==> src/rtl/cpu_pkg.sv <==
// Shared CPU constants and the interrupt-controller state encoding.
// Used by the interrupt controller, its pending/priority sub-block and the bench.
package cpu_pkg;

  localparam int N_IRQ  = 4;
  localparam int ADDR_W = 10;
  localparam int DEPTH  = 16;
  localparam int CNT_W  = 5;
  localparam int SEL_W  = 2;
  localparam logic [ADDR_W-1:0] VEC_BASE = 10'h3F0;

  typedef enum logic [1:0] {
    ST_IDLE   = 2'd0,
    ST_ENTRY  = 2'd1,
    ST_VECTOR = 2'd2
  } ic_state_t;

endpackage

==> src/rtl/irq_pend.sv <==
// Interrupt edge detector, pending latch, mask register and fixed-priority select.
// Line 0 has the highest priority; masked lines still latch pending.
module irq_pend
  import cpu_pkg::*;
#(
  parameter int P_N_IRQ = N_IRQ,
  parameter int P_SEL_W = SEL_W
) (
  input  logic               clk,
  input  logic               reset,
  input  logic [P_N_IRQ-1:0] i_irq,
  input  logic               i_mask_we,
  input  logic [P_N_IRQ-1:0] i_mask_in,
  input  logic [P_N_IRQ-1:0] i_ack,
  output logic               o_any_req,
  output logic [P_SEL_W-1:0] o_sel_idx
);

  logic [P_N_IRQ-1:0] r_irq_q;
  logic [P_N_IRQ-1:0] r_pend;
  logic [P_N_IRQ-1:0] r_mask;
  logic [P_N_IRQ-1:0] w_edge;
  logic [P_N_IRQ-1:0] w_eligible;
  logic [P_SEL_W-1:0] w_sel;

  assign w_edge     = i_irq & ~r_irq_q;
  assign w_eligible = r_pend & ~r_mask;

  // A fresh edge in the ack cycle keeps the bit set: the new request wins.
  always_ff @(posedge clk or negedge reset) begin
    if (!reset) begin
      r_irq_q <= '0;
      r_pend  <= '0;
      r_mask  <= '1;
    end else begin
      r_irq_q <= i_irq;
      r_pend  <= (r_pend & ~i_ack) | w_edge;
      if (i_mask_we) r_mask <= i_mask_in;
    end
  end

  always_comb begin
    w_sel = '0;
    for (int i = P_N_IRQ - 1; i >= 0; i--) begin
      if (w_eligible[i]) w_sel = P_SEL_W'(i);
    end
  end

  assign o_any_req = |w_eligible;
  assign o_sel_idx = w_sel;

endmodule

==> src/rtl/ctrl_interrupciones.sv <==
// Interrupt and return-stack sequencer between the CPU control unit and pila.
// Owns all pila push/pop/s_intr strobes, tracks occupancy and flags over/underflow.
module ctrl_interrupciones
  import cpu_pkg::*;
#(
  parameter int                  P_N_IRQ    = N_IRQ,
  parameter int                  P_ADDR_W   = ADDR_W,
  parameter int                  P_DEPTH    = DEPTH,
  parameter logic [P_ADDR_W-1:0] P_VEC_BASE = VEC_BASE
) (
  input  logic                clk,
  input  logic                reset,
  input  logic [P_N_IRQ-1:0]  irq,
  input  logic                mask_we,
  input  logic [P_N_IRQ-1:0]  mask_in,
  input  logic                instr_done,
  input  logic                cpu_call,
  input  logic                cpu_ret,
  input  logic                cpu_reti,
  input  logic [P_ADDR_W-1:0] pc_cur,
  output logic                stk_push,
  output logic                stk_pop,
  output logic                stk_intr,
  output logic [P_ADDR_W-1:0] stk_dato,
  output logic                pc_load,
  output logic [P_ADDR_W-1:0] pc_vec,
  output logic                cpu_stall,
  output logic [P_N_IRQ-1:0]  irq_ack,
  output logic                in_service,
  output logic [CNT_W-1:0]    stk_count,
  output logic                ovf_err,
  output logic                unf_err,
  output ic_state_t           dbg_state
);

  ic_state_t           r_state, w_state_nxt;
  logic [P_ADDR_W-1:0] r_pc_save;
  logic [SEL_W-1:0]    r_irq_sel;
  logic                r_in_service;
  logic [CNT_W-1:0]    r_count;
  logic                r_ovf, r_unf;

  logic                w_any_req;
  logic [SEL_W-1:0]    w_sel_idx;
  logic                w_cpu_req, w_take, w_full, w_empty;
  logic                w_push_req, w_pop_req, w_intr, w_pc_load;
  logic [P_ADDR_W-1:0] w_dato;
  logic [P_N_IRQ-1:0]  w_ack;

  irq_pend #(.P_N_IRQ(P_N_IRQ), .P_SEL_W(SEL_W)) u_irq_pend (
    .clk       (clk),
    .reset     (reset),
    .i_irq     (irq),
    .i_mask_we (mask_we),
    .i_mask_in (mask_in),
    .i_ack     (w_ack),
    .o_any_req (w_any_req),
    .o_sel_idx (w_sel_idx)
  );

  // CPU requests are single-cycle strobes, at most one per cycle, honoured
  // only in IDLE; while cpu_stall is high the CPU must not raise them.
  assign w_cpu_req = cpu_call | cpu_ret | cpu_reti;
  assign w_full    = (r_count == CNT_W'(P_DEPTH));
  assign w_empty   = (r_count == '0);

  always_comb begin
    w_state_nxt = r_state;
    w_push_req  = 1'b0;
    w_pop_req   = 1'b0;
    w_intr      = 1'b0;
    w_pc_load   = 1'b0;
    w_take      = 1'b0;
    w_dato      = pc_cur;
    w_ack       = '0;
    case (r_state)
      ST_IDLE: begin
        w_push_req = cpu_call;
        w_pop_req  = cpu_ret | cpu_reti;
        w_intr     = cpu_reti & r_in_service;
        w_take     = instr_done & w_any_req & ~r_in_service & ~w_cpu_req & ~w_full;
        if (w_take) w_state_nxt = ST_ENTRY;
      end
      ST_ENTRY: begin
        w_push_req  = 1'b1;
        w_dato      = r_pc_save;
        w_state_nxt = ST_VECTOR;
      end
      ST_VECTOR: begin
        w_pc_load         = 1'b1;
        w_ack[r_irq_sel]  = 1'b1;
        w_state_nxt       = ST_IDLE;
      end
      default: w_state_nxt = ST_IDLE;
    endcase
  end

  always_ff @(posedge clk or negedge reset) begin
    if (!reset) begin
      r_state      <= ST_IDLE;
      r_pc_save    <= '0;
      r_irq_sel    <= '0;
      r_in_service <= 1'b0;
      r_count      <= '0;
      r_ovf        <= 1'b0;
      r_unf        <= 1'b0;
    end else begin
      r_state <= w_state_nxt;
      if (w_take) begin
        r_pc_save <= pc_cur;
        r_irq_sel <= w_sel_idx;
      end
      if (r_state == ST_VECTOR) r_in_service <= 1'b1;
      else if (w_intr)          r_in_service <= 1'b0;
      if (w_push_req && !w_full)       r_count <= r_count + 1'b1;
      else if (w_pop_req && !w_empty)  r_count <= r_count - 1'b1;
      if (w_push_req && w_full)  r_ovf <= 1'b1;
      if (w_pop_req && w_empty)  r_unf <= 1'b1;
    end
  end

  assign stk_push   = w_push_req & ~w_full;
  assign stk_pop    = w_pop_req & ~w_empty;
  assign stk_intr   = w_intr;
  assign stk_dato   = w_dato;
  assign pc_load    = w_pc_load;
  assign pc_vec     = P_VEC_BASE + P_ADDR_W'(r_irq_sel);
  assign cpu_stall  = w_take | (r_state != ST_IDLE);
  assign irq_ack    = w_ack;
  assign in_service = r_in_service;
  assign stk_count  = r_count;
  assign ovf_err    = r_ovf;
  assign unf_err    = r_unf;
  assign dbg_state  = r_state;

endmodule

==> config.mk <==
export PLATFORM = sky130hd
export DESIGN_NAME = ctrl_interrupciones
export DESIGN_NICKNAME = d
export VERILOG_FILES = /design/src/rtl/cpu_pkg.sv /design/src/rtl/irq_pend.sv /design/src/rtl/ctrl_interrupciones.sv
export SDC_FILE = /design/constraint.sdc
export NUM_CORES = 1
export LEC_CHECK = 0
export CORE_MARGIN = 1
export CORE_UTILIZATION = 45
export CTS_BUF_LIST = sky130_fd_sc_hd__clkbuf_16
export DETAILED_ROUTE_END_ITERATION = 7
export PLACE_DENSITY = 0.9
export SLEW_MARGIN = 10
export SYNTH_ARGS = -nofsm -noshare
export SYNTH_HDL_FRONTEND = slang
export SYNTH_SLANG_ARGS = --single-unit
==> constraint.sdc <==
create_clock -name clk -period 3.1 [get_ports clk]
set_clock_uncertainty 0.15 [all_clocks]
set_input_delay 0.31 -clock clk [delete_from_list [all_inputs] [get_ports clk]]
set_output_delay 0.31 -clock clk [all_outputs]
set_load 0.005 [all_outputs]
# Word-level counts from Yosys, hierarchy flattened
# Cells that the tools add are included.
[op_classes]
addsub = 3
n_lt_le_gt_ge = 2
eq_ne = 4
mux = 19
bitwise = 22
n_reduce_logical = 13
[op_table]
columns = ["op", "count"]
rows = [
  ["AND 4 bit", 3],
  ["inverter 4 bit", 3],
  ["two-way mux 10 bit", 1],
  ["two-way mux 2 bit", 5],
  ["two-way mux 5 bit", 2],
  ["AND 1 bit", 7],
  ["two-way mux 1 bit", 7],
  ["adder 5 x 3 -> 6 bit, first input constant", 1],
  ["nonzero test 2 bit", 3],
  ["adder 5 x 1 -> 5 bit, second input constant", 1],
  ["equality test 5 bit, second input constant", 1],
  ["logical AND 1 bit", 5],
  ["zero test 5 bit", 1],
  ["subtractor 5 x 1 -> 5 bit, second input constant", 1],
  ["two-way mux 4 bit", 1],
  ["inverter 1 bit", 4],
  ["OR 1 bit", 4],
  ["OR 4 bit", 1],
  ["one-hot mux 2 bit (2 select lines)", 1],
  ["OR reduction 4 bit", 1],
  ["less-than comparator 2 x 3 -> 1 bit, second input constant", 1],
  ["demux 1 bit (select 2 bit)", 1],
  ["equality test 2 x 1 -> 1 bit, second input constant", 1],
  ["equality test 2 bit, second input constant", 1],
  ["other kinds (5)", 6],
]
[word_totals]
reg_bits = 34
input_bits = 25
out_inout_bits = 39
word_cells = 73

# Logic depth before layout (Yosys ltp)
[logic_depth]
word_depth = 9
mapped_depth = 8
mapped_depth_nobuf = 7

# Cells and area by module
# A second synthesis with hierarchy kept.
[unflattened]
hier_cells = 161
area_unflattened_um2 = 1810.5
[by_module_without_submodules]
columns = ["module", "n_inst", "cells_each", "area_per_inst_um2", "seq_area_each_um2"]
rows = [
  ["ctrl_interrupciones", 1, 121, 1338.8, 550.5],
  ["irq_pend", 1, 40, 471.7, 305.3],
]

# Worst setup path after synthesis
# Ideal clock, no wire load.
[synth_path]
kind = "flip-flop to flip-flop"
startpoint = "register r_count[1] (netlist: stk_count[1])"
endpoint = "register r_count[4] (netlist: stk_count[4])"
setup_time_ps = 129
arrival_ps = 2102
t_required_ps = 2821
path_slack_ps = 719
path_stages_with_launch = 8
n_path_buf = 0
period_less_slack_ps = 2381
path_cell_list = "dfrtp_1 > nor4_4 > a21o_2 > ha_1 > a21o_1 > a21oi_1 > and4_1 > a211oi_2"
[synth_between]
elab_chain_cells = 4
word_cells_on_any_way = 11
classes_between = "add/sub (2); eq/ne (1); mux (2); reduce/logical (6)"
[synth_lines]
columns = ["element", "line_no", "source"]
rows = [
  ["from (decl)", "ctrl_interrupciones.sv:40", "logic [CNT_W-1:0] r_count;"],
  ["from (signal assigned)", "ctrl_interrupciones.sv:115", "if (w_push_req && !w_full) r_count <= r_count + 1'b1;"],
  ["from (signal assigned)", "ctrl_interrupciones.sv:116", "else if (w_pop_req && !w_empty) r_count <= r_count - 1'b1;"],
  ["parallel branches: the longest is 4 deep, another holds subtractor 5 x 1 -> 5 bit", "-", ""],
]
# Parallel ways; which one is timed is not known. The select of a mux whose other input is x is not followed.
# A chain may end at the register's enable or synchronous reset.

# Worst setup path in the final report
[layout_path]
startpoint = "register r_count[0] (netlist: stk_count[0])"
endpoint = "output cpu_stall"
[layout_between]
elab_chain_cells = 5
[layout_lines]
columns = ["element", "line_no", "source"]
rows = [
  ["equality test 5 bit", "ctrl_interrupciones.sv:64", "assign w_full = (r_count == CNT_W'(P_DEPTH));"],
  ["inverter 1 bit", "ctrl_interrupciones.sv:81", "w_take = instr_done & w_any_req & ~r_in_service & ~w_cpu_req & ~w_full;"],
  ["AND 1 bit", "ctrl_interrupciones.sv:81", ""],
  ["two-way mux 1 bit", "ctrl_interrupciones.sv:76", "case (r_state)"],
  ["OR 1 bit", "ctrl_interrupciones.sv:128", "assign cpu_stall = w_take | (r_state != ST_IDLE);"],
  ["to (decl)", "ctrl_interrupciones.sv:27", "output logic cpu_stall,"],
]
# No other way between the ends.

==> impl_results.md <==
- TNS Setup: 0 ns
- Worst-margin pin slew: 0.500 ns
- Placed cells: 247
- Post-Synth XOR/XNOR Area: 1.44%
- 1st-iter DRT viols: 53
- Logic pwr share: 35.0%
- Synthesis Warnings: 0
- Vias per cell: 5.14
- Grt ovf: 0
- Worst-path clk slew: 0.05 ns
- Final hold violation count: 0
- Initial Util: 48.4%
- Worst setup SP type: flop
- HP Class: reg -> reg
- Wire per inst: 14.1 µm
- Number of I/O port buffers: 55
- Total power draw: 1780 µW
- Pwr dens: 704 mW/mm²
- Setup repair after global routing missed its margin: false
- Fin crit share: 86.1%
- DRC: 0
- Die H: 65.7 µm
- Fin. max-slew vios: 0
- Complex-gate fraction of the synthesized area: 10.4%
- Yosys cell types: 41
- Area growth from synthesis to layout: 38.5%
- Row count: 22
- CTS tree: yes
- Post-synth EDFFs: 0
- Mapped Cells: 146
- H-Tree Depth: 2
- Fillers: 308
- FMAX: 0.375 GHz
- Post-route ant nets: 0
- DP Worst Slack: 0.403 ns
- CP max stage delay: 0.52 ns
- Seq pwr share: 38.9%
- Crit-path slowest cell: nor4_4
- Vias in the first global route: 1339
- GPL Wtd Cong: 0.734
- Clock share of power: 26.0%
- Status: completed
- Mapped Area: 0.00183 mm²
- First-pass GRT wire length: 5990 µm
- Die area: 0.00432 mm²
- Largest fanout on the critical path: 6
- Min Tclk post-route: 2.67 ns
- Synthesized flop and latch total: 34
- Final WL: 3590 µm
- Post-synthesis simple-gate area fraction: 10.6%
- Syn avg cell area: 12.5 µm²
- CTS root buffer: clkbuf_16
- Antenna fix cells: 0
- Psw: 519 µW
- LEAKAGE: 0.00114 µW
- # nets final: 235
- WP data arrival: 2.21 ns
- Initial antenna violation count: 0
- Critical path's top delay family: simple AND/OR/NAND/NOR gates
- Worst-path cell chain: nor4_4, nand2_2, a311o_1, clkdlybuf4s50_1
- Slew headroom: 66.4%
- Post-CTS Setup Bufs: 0
- Post-CTS sizing: 0
- Post-DP HPWL: 2620 µm
- Worst setup EP type: primary output
- Final WS setup: 0.430 ns
- Sw Ratio: 29.1%
- Int Pwr: 1260 µW
- Clock sinks: 34
- Total CTS buffers: 5
- Maximum vdd drop: 0.000428 V
- Critical path required time: 2.64 ns
- Fraction of layout cells with a size suffix above 1: 26.6%
- Post-CTS Hold Buffers: 0
- Worst-Skew Late Latency: 0.28 ns
- Overall Global Routing Usage: 18.8%
- DR vias: 1310
- Critical path buffer and inverter count: 1
- Drt pass-1 iters: 4
- Multiplexer share of the synthesized area: 19.7%
- Largest family of logic cells by synthesized area: multiplexers
- Io pins: 64
- Seq/Total Area, Yosys: 46.9%
- Post-route insts no fill: 255
- Core area: 0.00377 mm²
- Die width: 65.7 µm
- Max Cap Viol: 0
- FFs w/ async S/R, synth: 100%
- Crit path kind: reg -> out
- Adder-cell share of the synthesized area: 3.15%
- DP Area: 0.00239 mm²
- Design area: 0.00253 mm²
- Final setup fails: 0
- Predominant post-synthesis flop cell: dfrtp_1
- Largest net degree at the start of global routing: 35
- Worst-case clock buffer depth: 2
==> synth_stat cells (all sizes together), types with 2 or more instances <==
library cell | count | area, µm²
o22ai | 3 | 18.8
dfstp | 4 | 105
nor2 | 5 | 21.3
o21bai | 3 | 33.8
and3 | 3 | 18.8
a211oi | 2 | 25.0
o21ai | 3 | 15.0
xnor2 | 2 | 17.5
ha | 3 | 37.5
nand2 | 4 | 17.5
a21oi | 4 | 23.8
mux2 | 29 | 360
inv | 12 | 45.0
nand2b | 6 | 37.5
nand4 | 2 | 33.8
nor3 | 3 | 15.0
buf | 11 | 90.1
a21o | 3 | 25.0
conb | 2 | 7.51
dfrtp | 30 | 751
==> through the flow <==
step,utilization [%],hold slack (ns)
2_1_floorplan,-,-0.136
3_3_place_gp,63.4,0.255
3_5_place_dp,63.4,0.271
4_1_cts,67.1,0.277
5_1_grt,67.1,0.290
6_report,67.1,0.274
==> worst reg2reg max path: stages (launching register included) <==
cell	delay, ns
dfrtp_1	0.46
nor4_4	0.52
a21o_2	0.33
ha_1	0.30
a21o_1	0.17
a21oi_1	0.26
nand3_1	0.13
a211oi_2	0.21
==> power groups by stage <==
stage	registers [µW]	clock network, µW	logic [µW]
2_1_floorplan	675	0	387
3_3_place_gp	690	0	608
3_5_place_dp	698	0	629
4_1_cts	694	468	631
5_1_grt	710	493	689
6_report	693	464	623
==> flip-flops by register name, indices dropped and copies added (netlist names), 2 cells and up <==
| name | count |
|---|---|
| r_irq_sel | 2 |
| u_irq_pend.r_pend | 4 |
| stk_count | 5 |
| r_pc_save | 10 |
| dbg_state | 2 |
| u_irq_pend.r_mask | 4 |
| u_irq_pend.r_irq_q | 4 |
==> area by class of cell <==
cell class | instances | area (µm²) | share of cell area, %
Clock buffer | 5 | 125 | 4.95
Multi-Input combinational cell | 95 | 857 | 33.9
Timing Repair Buffer | 58 | 573 | 22.7
Clock inverter | 3 | 12.5 | 0.495
Inverter | 12 | 45.0 | 1.78
Tap cell | 48 | 60.1 | 2.38
Sequential cell | 34 | 856 | 33.8
==> layout by cell type (no fill, tap or decap), types with 2 or more instances in the layout <==
| master | count |
|---|---|
| clkdlybuf4s50_1 | 55 |
| dfrtp_1 | 30 |
| mux2_2 | 20 |
| inv_1 | 13 |
| mux2_4 | 9 |
| conb_1 | 8 |
| nand2b_1 | 6 |
| clkbuf_16 | 5 |
| nor2_1 | 4 |
| dfstp_2 | 4 |
| nand2_1 | 3 |
| nor3_1 | 3 |
| o22ai_1 | 3 |
| o21ai_0 | 3 |
| and3_1 | 3 |
| a21oi_1 | 3 |
| ha_1 | 3 |
| buf_4 | 3 |
| o21bai_1 | 2 |
| a21o_2 | 2 |
| xnor2_1 | 2 |
| a211oi_2 | 2 |
==> layer usage <==
layer / up-vias / global-route usage [%] / share of wire [%]
met4: 0 / 6.25 / 2.0
li1: 612 / - / -
met3: 9 / 7.12 / 6.0
met1: 639 / 20.9 / 42
met5: - / 0 / 0
met2: 50 / 32.4 / 50
==> cells by family (layout without fill, tap and decap cells) <==
kind of cell | Yosys count | in the layout
fa+ha+maj | 4 | 4
buf+inv | 23 | 78
other cells | 2 | 8
flops | 34 | 34
compound gates | 23 | 23
simple gates | 28 | 28
mux | 29 | 29
xor+xnor | 3 | 3
==> worst paths after layout <==
| check | startpoint | to | slack, ns | depth (start not counted) |
|---|---|---|---|---|
| worst max-delay path | stk_count[0] | cpu_stall | 0.43 | 4 |
| worst min-delay path | u_irq_pend.r_irq_q[1] | u_irq_pend.r_pend[1] | 0.27 | 1 |
| worst max register to register | stk_count[0] | stk_count[4] | 0.49 | 7 |
| worst min register to register | u_irq_pend.r_irq_q[1] | u_irq_pend.r_pend[1] | 0.27 | 1 |
| max in group asynchronous | reset | u_irq_pend.r_mask[0] | 2.17 | 2 |
| min in group asynchronous | reset | u_irq_pend.r_pend[1] | 0.29 | 2 |
(Power assumes the default switching activity.)
